<file path="config.mk">
export PLATFORM = sky130hd
export DESIGN_NAME = pwm_driver
export DESIGN_NICKNAME = d
export VERILOG_FILES = /design/src/rtl/pid_pkg.sv /design/src/rtl/pwm_duty_calc.sv /design/src/rtl/pwm_driver.sv
export SDC_FILE = /design/constraint.sdc
export NUM_CORES = 1
export LEC_CHECK = 0
export ABC_AREA = 0
export CORE_MARGIN = 10
export CORE_UTILIZATION = 30
export DETAILED_ROUTE_END_ITERATION = 12
export SYNTH_ARGS = -nofsm -noshare
export SYNTH_HDL_FRONTEND = slang
export SYNTH_SLANG_ARGS = --single-unit
</file>
<file path="constraint.sdc">
create_clock -name clk -period 9.2 [get_ports clk]
set_clock_uncertainty 0.1 [all_clocks]
set_input_delay 1.38 -clock clk [delete_from_list [all_inputs] [get_ports clk]]
set_output_delay 1.38 -clock clk [all_outputs]
set_load 0.005 [all_outputs]
</file>
<file path="src/rtl/pid_pkg.sv">
// Shared definitions for the PID controller and its PWM output stage.
package pid_pkg;

  localparam int D_WIDTH_DEF   = 16;
  localparam int Q_BITS_DEF    = 13;
  localparam int LIM_SHIFT_DEF = 12;

  typedef logic signed [D_WIDTH_DEF-1:0] cmd_t;

  typedef enum logic [1:0] {IDLE, START, RUN} pwm_state_t;

endpackage

</file>
<file path="src/rtl/pwm_duty_calc.sv">
// Combinational clamp/magnitude of a signed command and magnitude-to-duty scaling.
// Optional macro PWM_DRIVER_MIN_PULSE_EN snaps near-0 / near-full duties to the rails.
module pwm_duty_calc #(
  parameter int D_WIDTH   = 16,
  parameter int LIM_SHIFT = 12,
  parameter int CNT_WIDTH = 10,
  parameter int MIN_PULSE = 4
) (
  input  logic signed [D_WIDTH-1:0]   cmd,
  output logic        [LIM_SHIFT:0]   mag,
  output logic                        neg,
  output logic                        clip,
  input  logic        [LIM_SHIFT:0]   mag_s1,
  input  logic        [CNT_WIDTH-1:0] period_active,
  output logic        [CNT_WIDTH-1:0] duty
);

  localparam int PW = LIM_SHIFT + 1 + CNT_WIDTH;
  localparam logic signed [D_WIDTH-1:0] POS = D_WIDTH'(1 << LIM_SHIFT);
  localparam logic signed [D_WIDTH-1:0] NEG = -POS;

  if (MIN_PULSE < 0 || MIN_PULSE >= (1 << CNT_WIDTH)) begin : g_bad_min_pulse
    $error("pwm_duty_calc: MIN_PULSE out of range");
  end

  logic signed [D_WIDTH-1:0]   c;
  logic        [PW-1:0]        prod;
  logic        [CNT_WIDTH-1:0] scaled;

  always_comb begin
    c    = cmd;
    clip = 1'b0;
    if (cmd > POS) begin
      c    = POS;
      clip = 1'b1;
    end else if (cmd < NEG) begin
      c    = NEG;
      clip = 1'b1;
    end
  end

  assign neg = c[D_WIDTH-1];
  assign mag = (LIM_SHIFT+1)'(neg ? -c : c);

  // mag <= 1<<LIM_SHIFT, so the shifted product never exceeds period_active
  assign prod   = PW'(mag_s1) * PW'(period_active);
  assign scaled = CNT_WIDTH'(prod >> LIM_SHIFT);

`ifdef PWM_DRIVER_MIN_PULSE_EN
  always_comb begin
    duty = scaled;
    if (scaled < CNT_WIDTH'(MIN_PULSE))
      duty = '0;
    else if ({1'b0, scaled} + (CNT_WIDTH+1)'(MIN_PULSE) > {1'b0, period_active})
      duty = period_active;
  end
`else
  assign duty = scaled;
`endif

endmodule

</file>
<file path="src/rtl/pwm_driver.sv">
// PWM output stage for the PID loop: two-stage command pipeline, double-buffered duty,
// period counter FSM. Optional macro PWM_DRIVER_MIN_PULSE_EN enables sliver suppression.
module pwm_driver
  import pid_pkg::*;
#(
  parameter int D_WIDTH   = D_WIDTH_DEF,
  parameter int Q_BITS    = Q_BITS_DEF,
  parameter int LIM_SHIFT = LIM_SHIFT_DEF,
  parameter int CNT_WIDTH = 10,
  parameter int MIN_PULSE = 4
) (
  input  logic                        clk,
  input  logic                        rstb,
  input  logic                        enable,
  input  logic        [CNT_WIDTH-1:0] period,
  input  logic signed [D_WIDTH-1:0]   cmd,
  input  logic                        cmd_valid,
  output logic                        pwm_out,
  output logic                        dir,
  output logic                        period_start,
  output logic                        sat,
  output logic        [CNT_WIDTH-1:0] duty_active
);

  if (Q_BITS < LIM_SHIFT || LIM_SHIFT >= D_WIDTH - 1) begin : g_bad_scale
    $error("pwm_driver: LIM_SHIFT inconsistent with command format");
  end

  logic                 s1_vld, s1_dir, s1_sat;
  logic [LIM_SHIFT:0]   s1_mag, c_mag;
  logic                 c_neg, c_clip;
  logic [CNT_WIDTH-1:0] duty_calc, duty_sh, duty_d;
  logic                 dir_sh, pending;
  logic [CNT_WIDTH-1:0] period_active, cnt, cnt_d;
  pwm_state_t           state, state_d;
  logic                 load, wrap, pwm_d;

  pwm_duty_calc #(
    .D_WIDTH  (D_WIDTH),
    .LIM_SHIFT(LIM_SHIFT),
    .CNT_WIDTH(CNT_WIDTH),
    .MIN_PULSE(MIN_PULSE)
  ) u_calc (
    .cmd          (cmd),
    .mag          (c_mag),
    .neg          (c_neg),
    .clip         (c_clip),
    .mag_s1       (s1_mag),
    .period_active(period_active),
    .duty         (duty_calc)
  );

  // Command pipeline and shadow keep running regardless of FSM state
  always_ff @(posedge clk or negedge rstb) begin
    if (!rstb) begin
      s1_vld  <= 1'b0;
      s1_mag  <= '0;
      s1_dir  <= 1'b0;
      s1_sat  <= 1'b0;
      duty_sh <= '0;
      dir_sh  <= 1'b0;
      sat     <= 1'b0;
      pending <= 1'b0;
    end else begin
      s1_vld <= cmd_valid;
      if (cmd_valid) begin
        s1_mag <= c_mag;
        s1_dir <= c_neg;
        s1_sat <= c_clip;
      end
      if (s1_vld) begin
        duty_sh <= duty_calc;
        dir_sh  <= s1_dir;
        sat     <= s1_sat;
      end
      // a write landing on a wrap edge stays pending for the next wrap
      if (s1_vld)    pending <= 1'b1;
      else if (load) pending <= 1'b0;
    end
  end

  assign wrap = (cnt == period_active - CNT_WIDTH'(1));

  always_comb begin
    state_d = state;
    cnt_d   = cnt;
    load    = 1'b0;
    case (state)
      IDLE: begin
        if (enable && period != '0) begin
          state_d = START;
          load    = 1'b1;
        end
      end
      default: begin
        if (!enable) begin
          state_d = IDLE;
          cnt_d   = '0;
        end else if (wrap) begin
          cnt_d = '0;
          if (period == '0) begin
            state_d = IDLE;
          end else begin
            state_d = START;
            load    = 1'b1;
          end
        end else begin
          state_d = RUN;
          cnt_d   = cnt + CNT_WIDTH'(1);
        end
      end
    endcase
    duty_d = (load && pending) ? duty_sh : duty_active;
    pwm_d  = (state_d != IDLE) && (cnt_d < duty_d);
  end

  always_ff @(posedge clk or negedge rstb) begin
    if (!rstb) begin
      state         <= IDLE;
      cnt           <= '0;
      period_active <= '0;
      duty_active   <= '0;
      dir           <= 1'b0;
      pwm_out       <= 1'b0;
    end else begin
      state       <= state_d;
      cnt         <= cnt_d;
      duty_active <= duty_d;
      pwm_out     <= pwm_d;
      if (load) period_active <= period;
      if (load && pending) dir <= dir_sh;
    end
  end

  assign period_start = (state == START);

endmodule

</file>
==> results.sh <==
export IMPL_status="finished clean"
export IMPL_layout_drive_gt1_share=0.0638
export IMPL_synthCells=777
export IMPL_rrSetupSlack_ns=2.71
export IMPL_cts_buffers_inserted=9
export IMPL_synthesis_nets=957
export IMPL_crit_fanout=17
export IMPL_drt_initial_drc_count=200
export IMPL_synth_seq_area_share=0.218
export IMPL_clock_latency_ns=0.34
export IMPL_crit_path_cells="nand2_1 > fa_1 > inv_1 > fa_1 > inv_1 > fa_1 > inv_1 > fa_1 > inv_1 > fa_1 > inv_1 > ha_1 > a21o_1 > a22o_1 > a2111oi_0 > nor2_1 > or2_2 > a21oi_1 > xnor2_1 > mux2_2"
export IMPL_worstRegToRegCells=20
export IMPL_cts_htree_levels=3
export IMPL_drt_total_wl_um=16800
export IMPL_timing_hold_violations_final=0
export IMPL_synth_edff_count=0
export IMPL_synth_compound_area_share=0.0915
export IMPL_antennaDiodeCount=0
export IMPL_instance_area_at_placement_mm2=0.00793
export IMPL_floorplan_die_width_um=175
export IMPL_worst_slew_pin_slew_ns=0.938
export IMPL_grt_util_all_layers=0.117
export IMPL_nFillCells=2449
export IMPL_worstPathArrival_ns=6.62
export IMPL_grt_max_degree=64
export IMPL_postSynth_asyncResetShare=1.00
export IMPL_power_leakage_nw=3.93
export IMPL_fin_hold_ws_ns=0.389
export IMPL_worst_path_max_delay_cell="sky130_fd_sc_hd__a2111oi_0"
export IMPL_critPathKind="reg2reg"
export IMPL_synthMuxAreaShare=0.0442
export IMPL_vdd_ir_drop_worst_mv=0.247
export IMPL_seqCellArea_mm2=0.00158
export IMPL_cts_sink_count=63
export IMPL_ys_ff_latch=63
export IMPL_synth_warning_count=0
export IMPL_cts_hold_repair_buffers=0
export IMPL_vias=5223
export IMPL_area_of_the_die_mm2=0.0308
export IMPL_gp_routability_congestion=0.822
export IMPL_postRouteAntennaNets=0
export IMPL_worst_setup_path_startpoint="period_active[3]"
export IMPL_tritoncts="done"
export IMPL_initial_utilization=0.307
export IMPL_layout_cells_most_common_list="sky130_fd_sc_hd__inv_1, sky130_fd_sc_hd__nand2_1, sky130_fd_sc_hd__fa_1"
export IMPL_post_synth_and_or_nand_nor_area_fraction=0.183
export IMPL_synthAdderAreaFrac=0.346
export IMPL_floorplan_rows=56
export IMPL_synth_xor_area_share=0.0399
export IMPL_dpl_hpwl_um=12900
export IMPL_cts_reportedPaths_clkPinSlew_ns=0.06
export IMPL_drv_max_cap_violation_count=0
export IMPL_multi_input_comb_area_mm2=0.00511
export IMPL_grt_pass1_vias=5668
export IMPL_power_per_cell_area_mw_per_mm2=278
export IMPL_hp_class="reg2reg"
export IMPL_setup_tns_ns=0
export IMPL_areaGrowthSynthToFinish_pct=13.2
export IMPL_route_detailed_wl_per_inst_um=15.0
export IMPL_r2r_start="period_active[3]"
export IMPL_post_route_util=0.348
export IMPL_time_the_final_worst_path_needs_with_i_o_delays_and_setup_ns=6.49
export IMPL_layout_cells_most_common="sky130_fd_sc_hd__inv_1"
export IMPL_syn_mean_instance_area_um2=9.33
export IMPL_floorplan_io_pins=44
export IMPL_timing_final_crit_share=0.706
export IMPL_distinct_cell_type_count_of_the_synthesized_netlist=62
export IMPL_synth_cell_area_mm2=0.00725
export IMPL_critical_path_max_stage_delay_ns=0.83
export IMPL_timing_final_max_slew_violations=0
export IMPL_grt_pass1_wl_um=29600
export IMPL_gr_total_overflow=0
export IMPL_worstReg2RegEnd="duty_sh[3]"
export IMPL_setup_violations=0
export IMPL_final_cell_area_mm2=0.00821
export IMPL_required_ns=9.32
export IMPL_worstSetupEndpoint="duty_sh[3]"
export IMPL_first_pass_iters=4
export IMPL_critical_path_startpoint_type="flip-flop"
export IMPL_core_area_mm2=0.0236
export IMPL_worst_path_dominant_cell_family="adder cells"
export IMPL_drcViolationCount=0
export IMPL_vias_per_cell=4.67
export IMPL_synth_top_family_by_area="adder cells"
export IMPL_cts_root_buffer_cell="sky130_fd_sc_hd__clkbuf_16"
export IMPL_num_nets_final=974
export IMPL_cp_end_kind="flip-flop"
export IMPL_rsz0062_at_grt="no"
export IMPL_cts_repair_resize_count=0
export IMPL_antenna_found_initial=0
export IMPL_cts_repair_timing_setup_buffer_count=0
export IMPL_max_clock_path_buffers=2
export IMPL_timing_fmax_ghz=0.154
export IMPL_ys_dominant_reg_cell="sky130_fd_sc_hd__dfrtp_1"
export IMPL_io_buffers=43
export IMPL_dieHeight_um=175
export IMPL_worstPathBufferInverterCount=5
export IMPL_worst_relative_slew_slack=0.358
export IMPL_cp_depth=20
-- logic make-up (layout without fill, tap and decap cells) --
| kind of cell | Yosys count | after routing |
|---|---|---|
| simple gates | 260 | 260 |
| fa+ha+maj | 150 | 150 |
| buf+inv | 147 | 169 |
| compound gates | 95 | 95 |
| flops | 63 | 63 |
| xor+xnor | 33 | 33 |
| mux | 29 | 29 |
-- sequential cells by signal (all words and copies together), names as in the netlist --
name,flops
s1_mag,13
cnt,10
duty_active,10
duty_sh,10
period_active,10
state,2
dir,1
dir_sh,1
pending,1
pwm_out,1
s1_dir,1
s1_sat,1
s1_vld,1
sat,1
-- stage by stage --
step	power, mW	worst slack (ns)	cells
finish	2.28	2.71	1118
global route	2.59	2.30	1118
CTS	2.33	2.71	1118
detailed placement	1.98	2.74	1102
global placement	1.96	2.80	1102
floorplan	1.59	3.39	777
-- cells in the mapped netlist (3+ instances only) --
library cell               instances  area, um^2
sky130_fd_sc_hd__xnor2_1          22         193
sky130_fd_sc_hd__nand3b_1          4        30.0
sky130_fd_sc_hd__inv_1           108         405
sky130_fd_sc_hd__nor2_1           40         150
sky130_fd_sc_hd__fa_1             84        1680
sky130_fd_sc_hd__nor4_1            4        25.0
sky130_fd_sc_hd__or2_2             5        31.3
sky130_fd_sc_hd__mux2i_1           8        80.1
sky130_fd_sc_hd__a21oi_1          20         100
sky130_fd_sc_hd__and2_1           70         438
sky130_fd_sc_hd__nand3_1           5        25.0
sky130_fd_sc_hd__and3_1            3        18.8
sky130_fd_sc_hd__o211ai_1          3        22.5
sky130_fd_sc_hd__xor2_1           11        96.3
sky130_fd_sc_hd__mux2_2           17         191
sky130_fd_sc_hd__nor3b_1           4        30.0
sky130_fd_sc_hd__nand2b_1          6        37.5
sky130_fd_sc_hd__clkbuf_1         35         131
sky130_fd_sc_hd__nand4_1           9        56.3
sky130_fd_sc_hd__nor2b_1           5        31.3
sky130_fd_sc_hd__dfrtp_1          63        1580
sky130_fd_sc_hd__o21ai_0          20         100
sky130_fd_sc_hd__o21a_1            5        37.5
sky130_fd_sc_hd__nand2_1          87         327
sky130_fd_sc_hd__nor3_1            7        35.0
sky130_fd_sc_hd__ha_1             66         826
sky130_fd_sc_hd__a21o_1            9        67.6
sky130_fd_sc_hd__mux2_1            3        33.8
sky130_fd_sc_hd__o31ai_1           5        37.5
sky130_fd_sc_hd__o221ai_1          6        52.6
-- worst min-delay path by stage --
stage | startpoint | endpoint | slack (ns) | cells past startpoint
2_1_floorplan | s1_sat | s1_sat | 0.35 | 1
3_3_place_gp | s1_sat | s1_sat | 0.36 | 1
3_5_place_dp | s1_sat | s1_sat | 0.37 | 1
4_1_cts | s1_sat | s1_sat | 0.39 | 1
5_1_grt | s1_sat | s1_sat | 0.41 | 1
6_report | s1_sat | s1_sat | 0.39 | 1
-- power breakdown --
group | switching [mW] | internal [mW]
clock | 0.145 | 0.186
sequential | 0.128 | 0.357
combinational | 0.759 | 0.708
total | 1.03 | 1.25
-- metal layers --
| layer | share of wire | routed length (um) | vias up | GRT usage |
|---|---|---|---|---|
| met5 | 0 | 0 | - | 0 |
| met4 | 0.013 | 210 | 0 | 0.0272 |
| met3 | 0.037 | 618 | 17 | 0.0223 |
| met2 | 0.50 | 8350 | 83 | 0.203 |
| met1 | 0.45 | 7610 | 2579 | 0.147 |
| li1 | - | - | 2544 | - |
-- worst register-to-register path: cells and delay by family (launching register included) --
family | cells | cell delay (ns)
adders and majority gates | 6 | 2.88
xor gates and xnor gates | 1 | 0.08
and+or+nand+nor | 3 | 0.63
buffers and inverters | 5 | 0.24
DFF | 1 | 0.77
AOI/OAI and AO/OA | 4 | 1.40
muxes | 1 | 0.26
-- cell type report --
type,instances,area share
clock buffer,9,0.0274
clock inverter,7,0.00671
inverter,109,0.0499
multi-input combinational,567,0.623
sequential,63,0.192
tap,319,0.0486
timing repair buffer,44,0.0528
Power figures use the tool's default switching activity.
